<file path="src/rtl/multicycle_controller_if.sv">
// Control bundle between the multicycle controller (master) and the shared datapath (slave).
// The master drives the datapath enables and mux selects, and receives the decode fields and status.
interface multicycle_controller_if;
  logic [5:0] opcode;
  logic [5:0] funct;
  logic       zero;
  logic       memReady;
  logic       pcWrite;
  logic       irWrite;
  logic       iorD;
  logic       memRead;
  logic       memWrite;
  logic       regWrite;
  logic       regDst;
  logic       memToReg;
  logic       ALUSrcA;
  logic [1:0] ALUSrcB;
  logic [2:0] aluControl;
  logic [1:0] pcSource;
  logic       memTimeout;
  logic       trap;

  modport master (
    input  opcode, funct, zero, memReady,
    output pcWrite, irWrite, iorD, memRead, memWrite, regWrite, regDst, memToReg,
           ALUSrcA, ALUSrcB, aluControl, pcSource, memTimeout, trap
  );

  modport slave (
    output opcode, funct, zero, memReady,
    input  pcWrite, irWrite, iorD, memRead, memWrite, regWrite, regDst, memToReg,
           ALUSrcA, ALUSrcB, aluControl, pcSource, memTimeout, trap
  );
endinterface

</file>
<file path="src/rtl/multicycle_controller.sv">
// Multicycle MIPS-subset control FSM: sequences fetch/decode/execute over a shared datapath,
// waits on memory via memReady, flags stuck memory (sticky memTimeout) and counts retirements.
// Optional feature macro: ILLEGAL_TRAP_EN (illegal instructions redirect the PC to the trap
// vector instead of retiring as a NOP).
module multicycle_controller #(
  parameter int WAIT_LIMIT = 15,
  parameter int CNT_W      = 32
) (
  input  logic                   clock,
  input  logic                   reset,
  multicycle_controller_if.master bus,
  output logic [CNT_W-1:0]       retired
);
  localparam int WCW = $clog2(WAIT_LIMIT + 1);

  typedef enum logic [3:0] {
    S_FETCH, S_DECODE, S_MEMADDR, S_MEMRD, S_MEMWB, S_MEMWR, S_EXEC,
    S_RWB, S_ADDIEX, S_ADDIWB, S_BRANCH, S_JUMP, S_ILLEGAL
  } state_t;

  state_t           r_state, w_next;
  logic [WCW-1:0]   r_wcnt;
  logic             r_timeout;
  logic [CNT_W-1:0] r_retired;

  logic       w_pcWrite, w_irWrite, w_iorD, w_memRead, w_memWrite, w_regWrite;
  logic       w_regDst, w_memToReg, w_ALUSrcA, w_trap, w_retire, w_wait;
  logic [1:0] w_ALUSrcB, w_pcSource;
  logic [2:0] w_aluControl;

  // Memory states stall while memReady is low; that is what the wait counter measures.
  assign w_wait = ((r_state == S_FETCH) || (r_state == S_MEMRD) || (r_state == S_MEMWR))
                  && !bus.memReady;

  // State, wait counter, sticky timeout and retirement counter.
  always_ff @(posedge clock) begin
    if (reset) begin
      r_state   <= S_FETCH;
      r_wcnt    <= '0;
      r_timeout <= 1'b0;
      r_retired <= '0;
    end else begin
      r_state <= w_next;
      // Any non-waiting cycle (memReady, or a non-memory state) leaves the counter at zero,
      // so every memory state is entered with a cleared count.
      if (!w_wait)
        r_wcnt <= '0;
      else if (r_wcnt != WCW'(WAIT_LIMIT))
        r_wcnt <= r_wcnt + WCW'(1);
      if (w_wait && (r_wcnt >= WCW'(WAIT_LIMIT - 1)))
        r_timeout <= 1'b1;
      if (w_retire)
        r_retired <= r_retired + CNT_W'(1);
    end
  end

  // Next-state and Moore control decode; pcWrite/irWrite also track memReady and zero.
  always_comb begin
    w_next       = r_state;
    w_pcWrite    = 1'b0;
    w_irWrite    = 1'b0;
    w_iorD       = 1'b0;
    w_memRead    = 1'b0;
    w_memWrite   = 1'b0;
    w_regWrite   = 1'b0;
    w_regDst     = 1'b0;
    w_memToReg   = 1'b0;
    w_ALUSrcA    = 1'b0;
    w_ALUSrcB    = 2'b00;
    w_aluControl = 3'b010;
    w_pcSource   = 2'b00;
    w_trap       = 1'b0;
    w_retire     = 1'b0;
    case (r_state)
      S_FETCH: begin
        w_memRead = 1'b1;
        w_ALUSrcB = 2'b01;
        w_irWrite = bus.memReady;
        w_pcWrite = bus.memReady;
        if (bus.memReady) w_next = S_DECODE;
      end
      S_DECODE: begin
        w_ALUSrcB = 2'b11;
        case (bus.opcode)
          6'h23, 6'h2B: w_next = S_MEMADDR;
          6'h00:        w_next = S_EXEC;
          6'h04:        w_next = S_BRANCH;
          6'h08:        w_next = S_ADDIEX;
          6'h02:        w_next = S_JUMP;
          default:      w_next = S_ILLEGAL;
        endcase
      end
      S_MEMADDR: begin
        w_ALUSrcA = 1'b1;
        w_ALUSrcB = 2'b10;
        w_next    = (bus.opcode == 6'h2B) ? S_MEMWR : S_MEMRD;
      end
      S_MEMRD: begin
        w_memRead = 1'b1;
        w_iorD    = 1'b1;
        if (bus.memReady) w_next = S_MEMWB;
      end
      S_MEMWB: begin
        w_regWrite = 1'b1;
        w_memToReg = 1'b1;
        w_retire   = 1'b1;
        w_next     = S_FETCH;
      end
      S_MEMWR: begin
        w_memWrite = 1'b1;
        w_iorD     = 1'b1;
        if (bus.memReady) begin
          w_retire = 1'b1;
          w_next   = S_FETCH;
        end
      end
      S_EXEC: begin
        w_ALUSrcA = 1'b1;
        w_next    = S_RWB;
        case (bus.funct)
          6'h20:   w_aluControl = 3'b010;
          6'h22:   w_aluControl = 3'b110;
          6'h24:   w_aluControl = 3'b000;
          6'h25:   w_aluControl = 3'b001;
          6'h2A:   w_aluControl = 3'b111;
          default: w_next       = S_ILLEGAL;
        endcase
      end
      S_RWB: begin
        w_regWrite = 1'b1;
        w_regDst   = 1'b1;
        w_retire   = 1'b1;
        w_next     = S_FETCH;
      end
      S_ADDIEX: begin
        w_ALUSrcA = 1'b1;
        w_ALUSrcB = 2'b10;
        w_next    = S_ADDIWB;
      end
      S_ADDIWB: begin
        w_regWrite = 1'b1;
        w_retire   = 1'b1;
        w_next     = S_FETCH;
      end
      S_BRANCH: begin
        w_ALUSrcA    = 1'b1;
        w_aluControl = 3'b110;
        w_pcSource   = 2'b01;
        w_pcWrite    = bus.zero;
        w_retire     = 1'b1;
        w_next       = S_FETCH;
      end
      S_JUMP: begin
        w_pcSource = 2'b10;
        w_pcWrite  = 1'b1;
        w_retire   = 1'b1;
        w_next     = S_FETCH;
      end
`ifdef ILLEGAL_TRAP_EN
      S_ILLEGAL: begin
        w_trap     = 1'b1;
        w_pcSource = 2'b11;
        w_pcWrite  = 1'b1;
        w_next     = S_FETCH;
      end
`else
      S_ILLEGAL: begin
        // NOP: every control output low, including the ALU select.
        w_aluControl = 3'b000;
        w_retire     = 1'b1;
        w_next       = S_FETCH;
      end
`endif
      default: w_next = S_FETCH;
    endcase
  end

  // Reset forces every output low in the cycle it is asserted, even mid-instruction.
  assign bus.pcWrite    = !reset && w_pcWrite;
  assign bus.irWrite    = !reset && w_irWrite;
  assign bus.iorD       = !reset && w_iorD;
  assign bus.memRead    = !reset && w_memRead;
  assign bus.memWrite   = !reset && w_memWrite;
  assign bus.regWrite   = !reset && w_regWrite;
  assign bus.regDst     = !reset && w_regDst;
  assign bus.memToReg   = !reset && w_memToReg;
  assign bus.ALUSrcA    = !reset && w_ALUSrcA;
  assign bus.ALUSrcB    = reset ? 2'b00 : w_ALUSrcB;
  assign bus.aluControl = reset ? 3'b000 : w_aluControl;
  assign bus.pcSource   = reset ? 2'b00 : w_pcSource;
  assign bus.trap       = !reset && w_trap;
  assign bus.memTimeout = !reset && r_timeout;
  assign retired        = reset ? '0 : r_retired;
endmodule

</file>
<file path="src/flat_wrapper.sv">
// flat-port wrapper written by rule: the top's interface ports become plain ports
module multicycle_controller_flat 
#(
  parameter int WAIT_LIMIT = 15,
  parameter int CNT_W      = 32
)
  (clock, reset, retired, bus_opcode, bus_funct, bus_zero, bus_memReady, bus_pcWrite, bus_irWrite, bus_iorD, bus_memRead, bus_memWrite, bus_regWrite, bus_regDst, bus_memToReg, bus_ALUSrcA, bus_ALUSrcB, bus_aluControl, bus_pcSource, bus_memTimeout, bus_trap);
  multicycle_controller_if bus_i ();
  input  logic clock;
  input  logic reset;
  output logic [CNT_W-1:0] retired;
  input wire logic [$bits(bus_i.opcode)-1:0] bus_opcode;
  input wire logic [$bits(bus_i.funct)-1:0] bus_funct;
  input wire logic [$bits(bus_i.zero)-1:0] bus_zero;
  input wire logic [$bits(bus_i.memReady)-1:0] bus_memReady;
  output wire logic [$bits(bus_i.pcWrite)-1:0] bus_pcWrite;
  output wire logic [$bits(bus_i.irWrite)-1:0] bus_irWrite;
  output wire logic [$bits(bus_i.iorD)-1:0] bus_iorD;
  output wire logic [$bits(bus_i.memRead)-1:0] bus_memRead;
  output wire logic [$bits(bus_i.memWrite)-1:0] bus_memWrite;
  output wire logic [$bits(bus_i.regWrite)-1:0] bus_regWrite;
  output wire logic [$bits(bus_i.regDst)-1:0] bus_regDst;
  output wire logic [$bits(bus_i.memToReg)-1:0] bus_memToReg;
  output wire logic [$bits(bus_i.ALUSrcA)-1:0] bus_ALUSrcA;
  output wire logic [$bits(bus_i.ALUSrcB)-1:0] bus_ALUSrcB;
  output wire logic [$bits(bus_i.aluControl)-1:0] bus_aluControl;
  output wire logic [$bits(bus_i.pcSource)-1:0] bus_pcSource;
  output wire logic [$bits(bus_i.memTimeout)-1:0] bus_memTimeout;
  output wire logic [$bits(bus_i.trap)-1:0] bus_trap;
  assign bus_i.opcode = bus_opcode;
  assign bus_i.funct = bus_funct;
  assign bus_i.zero = bus_zero;
  assign bus_i.memReady = bus_memReady;
  assign bus_pcWrite = bus_i.pcWrite;
  assign bus_irWrite = bus_i.irWrite;
  assign bus_iorD = bus_i.iorD;
  assign bus_memRead = bus_i.memRead;
  assign bus_memWrite = bus_i.memWrite;
  assign bus_regWrite = bus_i.regWrite;
  assign bus_regDst = bus_i.regDst;
  assign bus_memToReg = bus_i.memToReg;
  assign bus_ALUSrcA = bus_i.ALUSrcA;
  assign bus_ALUSrcB = bus_i.ALUSrcB;
  assign bus_aluControl = bus_i.aluControl;
  assign bus_pcSource = bus_i.pcSource;
  assign bus_memTimeout = bus_i.memTimeout;
  assign bus_trap = bus_i.trap;
  multicycle_controller #(.WAIT_LIMIT(WAIT_LIMIT), .CNT_W(CNT_W)) u_core (.clock(clock), .reset(reset), .bus(bus_i), .retired(retired));
endmodule
</file>
<file path="config.mk">
export PLATFORM = sky130hd
export DESIGN_NAME = multicycle_controller_flat
export DESIGN_NICKNAME = d
export VERILOG_FILES = /design/src/rtl/multicycle_controller_if.sv /design/src/rtl/multicycle_controller.sv /design/src/flat_wrapper.sv
export SDC_FILE = /design/constraint.sdc
export NUM_CORES = 1
export LEC_CHECK = 0
export CAP_MARGIN = 10
export CORE_MARGIN = 2
export CORE_UTILIZATION = 30
export CTS_CLUSTER_SIZE = 24
export DETAILED_ROUTE_END_ITERATION = 8
export PLACE_DENSITY_LB_ADDON = 0.25
export SETUP_SLACK_MARGIN = 0.1
export SKIP_CTS_REPAIR_TIMING = 1
export SLEW_MARGIN = 20
export SYNTH_ARGS = -nofsm -noshare
export SYNTH_HDL_FRONTEND = slang
export SYNTH_SLANG_ARGS = --single-unit
</file>
<file path="constraint.sdc">
create_clock -name clock -period 2.7 [get_ports clock]
set_input_delay 0.54 -clock clock [delete_from_list [all_inputs] [get_ports clock]]
set_output_delay 0.54 -clock clock [all_outputs]
set_load 0.02 [all_outputs]
</file>
### Word-level counts from Yosys, hierarchy flattened

Cells that the tools add are included.

* $add $sub $neg: 2
* bitwise logic cells: 1
* reduce and logical (&&, ||, !) cells: 28
* muxes and demuxes: 26
* eq/ne operators: 26
* magnitude comparators: 1

Operator list (number)
* 6-bit == test, second input constant: 7
* 32-bit by 1-bit adder with 32-bit output, second input constant: 1
* 32-bit two-way mux: 1
* 4-bit case mux with 7 select lines: 1
* 4-bit == test, second input constant: 5
* 4-bit case mux with 5 select lines: 1
* 4-bit by 3-bit == test with 1-bit output, second input constant: 4
* 4-bit two-way mux: 4
* 1-bit logical AND: 12
* 3-bit case mux with 4 select lines: 1
* 2-bit OR reduction: 5
* 1-bit two-way mux: 9
* 3-bit case mux with 3 select lines: 1
* 4-bit by 2-bit == test with 1-bit output, second input constant: 2
* 6-bit by 2-bit == test with 1-bit output, second input constant: 1
* 6-bit by 3-bit == test with 1-bit output, second input constant: 1
* 6-bit by 4-bit == test with 1-bit output, second input constant: 1
* 6-bit logical NOT: 1
* 3-bit two-way mux: 2
* 2-bit inequality test, second input constant: 3
* 2-bit case mux with 3 select lines: 1
* 6-bit OR reduction: 1
* 5-bit OR reduction: 1
* 4-bit by 1-bit adder with 4-bit output, second input constant: 1
* other kinds (14): 17

* input bits: 16
* bits in registers: 41
* output and inout port bits: 50

### Logic depth before layout (Yosys ltp)

* depth after elaboration: 6
* mapped depth: 8
* mapped depth without buffers: 6

### Worst setup path after synthesis

Ideal clock, no wire load.

* path type: input-to-output
* start: in reset
* end: out bus_ALUSrcA
* buffers on the path: 2
* arrival time: 2021 ps
* path slack: 139 ps
* stages: 3
* cells stage by stage: clkbuf_1 clkbuf_1 a2111oi_0

* word-level cells in the longest chain between the ends: 2

RTL lines
* start, declared: line flat_wrapper.sv:10 `input logic reset;`
* 1-bit logical NOT: line multicycle_controller.sv:187 `assign bus.ALUSrcA = !reset && w_ALUSrcA;`
* 1-bit logical AND: line multicycle_controller.sv:187
* end, declared: line flat_wrapper.sv:24 `output wire logic [$bits(bus_i.ALUSrcA)-1:0] bus_ALUSrcA;`

No other way between the ends.

### Final worst setup path

* start: in bus_memReady
* end: out bus_pcWrite

* word-level cells in the longest chain between the ends: 2

RTL lines
* start, declared: line flat_wrapper.sv:15 `input wire logic [$bits(bus_i.memReady)-1:0] bus_memReady;`
* 1-bit case mux with 3 select lines: line multicycle_controller.sv:74 `case (r_state)`
* 1-bit logical AND: line multicycle_controller.sv:179 `assign bus.pcWrite = !reset && w_pcWrite;`
* end, declared: line flat_wrapper.sv:16 `output wire logic [$bits(bus_i.pcWrite)-1:0] bus_pcWrite;`

No other way between the ends.

==> results.py <==
metrics = {
    "place": {
        "dpl_cell_area_mm2": 0.00348,
        "dpl.cell_count": 511,
        "dp_hpwl_um": 4890,
        "place_congestion": 0.844,
        "port_buffers": 64,
    },
    "timing": {
        "clock.fmax_mhz": 398,
        "slew_violations": 0,
        "rsz0062_at_grt": "false",
        "min_period_over_period_pct": 93.1,
        "setup_viol": 0,
        "finalCriticalPeriod_ps": 2510,
        "hold_violations": 0,
        "holdWs_ps": 486,
        "worst_pin_slew_ps": 662,
        "skew_ps": 9.57,
        "relSlewSlack_pct": 54.7,
    },
    "power_and_ir_drop": {
        "ir_drop_uv": 195,
        "p_seq_share_pct": 47.3,
        "fin_total_pwr_mw": 1.34,
        "leakage_nw": 1.43,
        "p_int_uw": 990,
        "power_switching_uw": 353,
        "clkPwrFrac_pct": 34.8,
        "switching_share_pct": 26.3,
        "p_per_area_mw_per_mm2": 372,
        "combPwrFrac_pct": 18.0,
    },
    "worst_setup_path": {
        "end_kind": "primary output",
        "path_class": "in -> out",
        "start_kind": "input port",
        "crit_start": "bus_memReady",
        "crit_path_frequent_cell": "clkdlybuf4s50_1",
        "cp_max_fo": 2,
        "worstRegToRegCells": 6,
        "r2r-start": "u_core.r_retired[0]",
        "crit_family": "buffers and inverters",
        "max_stage_delay_ps": 540,
        "worst-r2r-setup-slack_ps": 610,
        "crit_chain": "clkdlybuf4s50_1, and3_1, or2_2, clkdlybuf4s50_1",
        "critPathBufInv": 2,
        "cp_slowest_cell": "clkdlybuf4s50_1",
        "timing.rr.end": "u_core.r_retired[26]",
        "cp.depth": 4,
        "arrival_ps": 1970,
        "cp.required_ps": 2160,
    },
    "yosys": {
        "synth_edf_count": 0,
        "synth_xor_xnor_area_share_pct": 9.85,
        "synth.avg_cell_area_um2": 7.71,
        "synthSimpleGateAreaFrac_pct": 34.4,
        "synthCells": 346,
        "synth_compound_area_share_pct": 17.3,
        "synth_fa_ha_area_share_pct": 1.41,
        "syn_area_mm2": 0.00267,
        "seq_area_frac_synth_pct": 30.8,
        "synth_top_family_by_area": "simple AND/OR/NAND/NOR gates",
        "yosysUniqueCellTypes": 52,
        "ys_warn_count": 0,
        "ys_async_sr_fraction_pct": 0,
        "synth_nets": 365,
        "ys_ff_latch": 41,
        "muxShareOfSynthArea_pct": 1.17,
        "synthFlopType": "dfxtp_1",
    },
    "die": {
        "rows": 34,
        "start_util_pct": 30.7,
        "dieHeight_um": 98.3,
        "coreArea_mm2": 0.00868,
        "ios": 66,
        "dieArea_mm2": 0.00966,
        "die-width_um": 98.3,
    },
    "drt": {
        "dr.pass1.iters": 4,
        "drtAntennaViolNets": 0,
        "drt_wl_total_um": 6570,
        "wl_per_cell_um": 12.7,
        "drc": 0,
        "vias_per_cell": 5.00,
        "vias": 2589,
        "drt_iter0_drc": 107,
    },
    "hold_path": {
        "holdPathStages": 2,
        "hp-start": "u_core.r_retired[31]",
        "hold_class": "reg -> reg",
        "hold_end": "u_core.r_retired[31]",
    },
    "clocking": {
        "clock-sinks": 41,
        "cts_root_buf": "clkbuf_8",
        "cts-buffers-inserted": 5,
        "cts_max_level": 2,
        "cts_max_path_buffers": 2,
        "clkTransAtPathRegs_ps": 80,
        "clk_latency_ps": 290,
        "cts_tree": "built",
    },
    "cells_and_area": {
        "area_growth_pct": 35.2,
        "fin_util_pct": 41.6,
        "design_area_mm2": 0.00361,
        "nNetsFinal": 429,
        "drive_above_1_share_pct": 8.78,
        "layout_commonest_cell": "clkdlybuf4s50_1",
        "mostFrequentLayoutCells": "clkdlybuf4s50_1, nor2_1, dfxtp_1",
        "final_cells": 518,
        "antenna_cells": 0,
    },
    "global_route": {
        "grtUsageTotal_pct": 14.1,
        "grt_pass1_vias": 2491,
        "grt_pass1_wl_um": 11500,
        "grt_antenna_before_repair": 0,
        "grt_overflow": 0,
        "grt_max_degree": 67,
    },
    "outcome": {
        "status": "finished, final reports clean",
    },
    "flow_run": {
        "maxCapViolations": 0,
    },
}
## power groups by stage
stage                     clock network, mW  logic [mW]  registers (mW)
final                                 0.467       0.241           0.635
after global routing                  0.516       0.264           0.638
after CTS                             0.487       0.242           0.634
after detailed placement                  0       0.241           0.649
after global placement                    0       0.242           0.648
after floorplan                           0       0.149           0.637
## state kept, by name, indices dropped and copies added (netlist names)
name and cells:
u_core.r_wcnt 4, u_core.r_timeout 1, u_core.r_retired 32, u_core.r_state 4
## Yosys cell counts, types with 4 or more instances
library cell | count | area share [%]
inv_1 | 10 | 1.4
xor2_1 | 23 | 7.6
nor2_1 | 55 | 7.7
buf_2 | 5 | 0.94
and3_1 | 7 | 1.6
a21oi_1 | 5 | 0.94
clkbuf_1 | 12 | 1.7
o21ai_0 | 14 | 2.6
dfxtp_1 | 41 | 31
a31oi_1 | 4 | 0.94
o211ai_1 | 12 | 3.4
nand4_1 | 7 | 1.6
nor3_1 | 20 | 3.8
o2111ai_1 | 8 | 2.6
nand2_1 | 15 | 2.1
nand3_1 | 12 | 2.3
xnor2_1 | 7 | 2.3
nor2b_1 | 34 | 8.0
## stage by stage
| stage | TNS, ps | worst slack [ps] |
|---|---|---|
| floorplan | 0 | 139 |
| global placement | -97.3 | -48.7 |
| detailed placement | -232 | -100 |
| CTS | -250 | -88.9 |
| global route | 0 | 79.0 |
| finish | 0 | 186 |
## worst min-delay path: cells and delay by family (launching register included)
kind,cells,cell delay [ps]
compound gates,2,130
flops,1,320
## logic make-up (layout without fill, tap and decap cells)
family	after synthesis	in the layout
buf+inv	32	96
simple gates	171	171
compound gates	65	65
xor+xnor	30	30
mux	3	3
flops	41	41
fa+ha+maj	3	3
other cells	1	1
## worst max path at each step
| stage | to | slack (ps) |
|---|---|---|
| after detailed placement | bus_aluControl[0] | -100 |
| after floorplan | bus_ALUSrcA | 140 |
| after CTS | bus_aluControl[0] | -90 |
| after global routing | bus_ALUSrcA | 80 |
| after global placement | bus_aluControl[1] | -50 |
| final | bus_pcWrite | 190 |
## area by class of cell
cell class              instances  area (um^2)
clock inverters                 2         35.0
clock buffers                   5         68.8
repair buffers                 79          778
flip-flops and latches         41          827
multi-input cells             273         1730
fillers                       910         5070
well taps                     108          135
inverters                      10         37.5
## metal layers
layer	up-vias	track usage, %	wire length (um)
met5	-	0	0
met4	0	3.90	53
met3	4	2.86	206
met2	39	23.2	3070
met1	1194	18.8	3240
li1	1352	-	-
Note: power is estimated with default switching activity, not from simulation.
==> edit, RTL diff (same flow settings) <==
Reset style: asynchronous (`reset`), changed in one clocked block.
--- a/src/rtl/multicycle_controller.sv
+++ b/src/rtl/multicycle_controller.sv
@@ -33,7 +33,7 @@
                   && !bus.memReady;
 
   // State, wait counter, sticky timeout and retirement counter.
-  always_ff @(posedge clock) begin
+  always_ff @(posedge clock or posedge reset) begin
     if (reset) begin
       r_state   <= S_FETCH;
       r_wcnt    <= '0;
Behaviour: no difference found for any inputs over 10 cycles, from zero or initial values and one cycle with reset high; that may be too few to reach the edited logic, so the function may still have changed.
==> edit against the unedited design <==
  * Routed wire length rose by 0.20%
  * Non-clock buffer count stayed put
  * Sequential cell count did not move
  * Setup slack gained 75 ps
  * Area after synthesis about the same
  * Sequential share of layout area is 4.7 points higher
  * Design area up 3.1%
  * Global-route usage fell by 0.24 points
  * Critical endpoint is now bus_aluControl[0]
  * Largest cell class unchanged
  * Highest routed layer unchanged
Power is not compared: it rests on default switching activity, and its combinational part moved more than twofold at a synthesized area within 25%.
==> edit: results (changes against the unedited design) <==
| Metric | Value |
|---|---|
| Status | `complete, no violations` |
| Register area share after synthesis | `38.4% (+7.7 points)` |
| Hold Crit Depth | `1 (-1)` |
| Worst Path Max Fanout | `3 (+1)` |
| Fillers | `856 (-5.9%)` |
| HP Start | `u_core.r_retired[31]` |
| Clock skew | `4.82 ps (-4.75 ps)` |
| GRT Util Overall | `13.8% (-0.24 points)` |
| Nets@finish | `392 (-8.6%)` |
| WHS Endpoint | `u_core.r_retired[31]` |
| Max_slew headroom | `65.2% (+10 points)` |
| Syn_nets | `321 (-12%)` |
| Vias in the first global route | `2303 (-7.5%)` |
| Netlist cell types | `56 (+7.7%)` |
| First-pass GRT wire length | `11.1 mm (-4.0%)` |
| DPL Wire Length | `4.84 mm (-0.89%)` |
| Top post-synthesis cells by area | `dfrtp_1 (38%), xnor2_1 (7.2%), nor2b_1 (7.0%)` |
| FF-to-FF path depth | `4 (-2)` |
| Largest net degree at the start of global routing | `42 (-37%)` |
| RD Place Congestion | `0.873 (+3.4%)` |
| Layout cells sized above 1 | `11.2% (+2.4 points)` |
| Reg-to-Reg End | `u_core.r_retired[1]` |
| Iteration-0 DRC Markers | `77 (-28%)` |
| Synth cell count leaders | `dfrtp_1 (41), nor2_1 (31), nor2b_1 (30), nand2_1 (24), xnor2_1 (22)` |
| Slowest stage delay, CP | `440 ps (-100 ps)` |
==> edit: changes by cell type in the layout (fill, tap and decap cells not counted), sizes merged, moves of 8 or more <==
cell           change
o211ai            -10
nand2             +10
xnor2             +15
xor2              -11
clkdlybuf4s50     -39
o21ai              -8
dfrtp             +41
dlymetal6s2s      +40
dfxtp             -41
nor2              -24
==> edit: cell families (layout without fill, tap and decap cells) <==
kind of cell	count (synthesis)	in the layout	synth area share, %
XOR/XNOR	34	34	11.2
flip-flops	41	41	38.4
AND/OR/NAND/NOR	154	154	32.4
adder cells (fa/ha/maj)	3	3	1.41
buffers and inverters	28	100	5.34
multiplexers	1	1	0.422
AO/OA/AOI/OAI	40	40	10.7
other	1	1	0.140
==> edit: worst max-delay path, delay by kind of cell <==
family / cells / cell delay [ps]
AOI/OAI and AO/OA: 1 / 80
buffers and inverters: 2 / 690
and+or+nand+nor: 3 / 580
==> edit: how the worst max path moves through the flow <==
stage	slack, ps	end	startpoint
final	260	bus_aluControl[0]	bus_funct[5]
after floorplan	140	bus_ALUSrcB[0]	reset
after global routing	140	bus_aluControl[0]	bus_funct[5]
after CTS	-190	bus_ALUSrcA	reset
after detailed placement	-160	bus_ALUSrcA	reset
after global placement	-110	bus_ALUSrcA	reset
==> edit: area by class of cell <==
| class | count | area share [%] |
|---|---|---|
| Multi-Input combinational cell | 233 | 40.7 |
| Clock inverter | 1 | 0.808 |
| Timing Repair Buffer | 79 | 23.5 |
| Clock buffer | 7 | 2.32 |
| Tap cell | 108 | 3.64 |
| Sequential cell | 41 | 27.6 |
| Inverter | 13 | 1.41 |
==> edit: power by group through the flow <==
| stage | Clock (mW) | Sequential [mW] | Combinational (mW) |
|---|---|---|---|
| floorplan | 0 | 0.771 | 0.650 |
| global placement | 0 | 0.824 | 0.933 |
| detailed placement | 0 | 0.827 | 0.929 |
| CTS | 0.523 | 0.816 | 0.934 |
| global route | 0.551 | 0.834 | 1.01 |
| finish | 0.510 | 0.819 | 0.919 |
==> edit: metrics by stage <==
stage | instance area (um2) | setup TNS, ps | total power [mW] | instances | setup slack [ps]
final | 3720 | 0 | 2.25 | 482 | 261
after CTS | 3590 | -430 | 2.27 | 482 | -186
after detailed placement | 3480 | -389 | 1.76 | 474 | -159
after floorplan | 2680 | 0 | 1.42 | 302 | 136
after global placement | 3480 | -241 | 1.76 | 474 | -114
after global routing | 3720 | 0 | 2.40 | 482 | 138
==> edit: per-layer routing <==
metal	wire length (um)	track usage [%]
met5	0	0
met4	92	5.06
met3	276	2.86
met2	3070	21.4
met1	3140	19.2
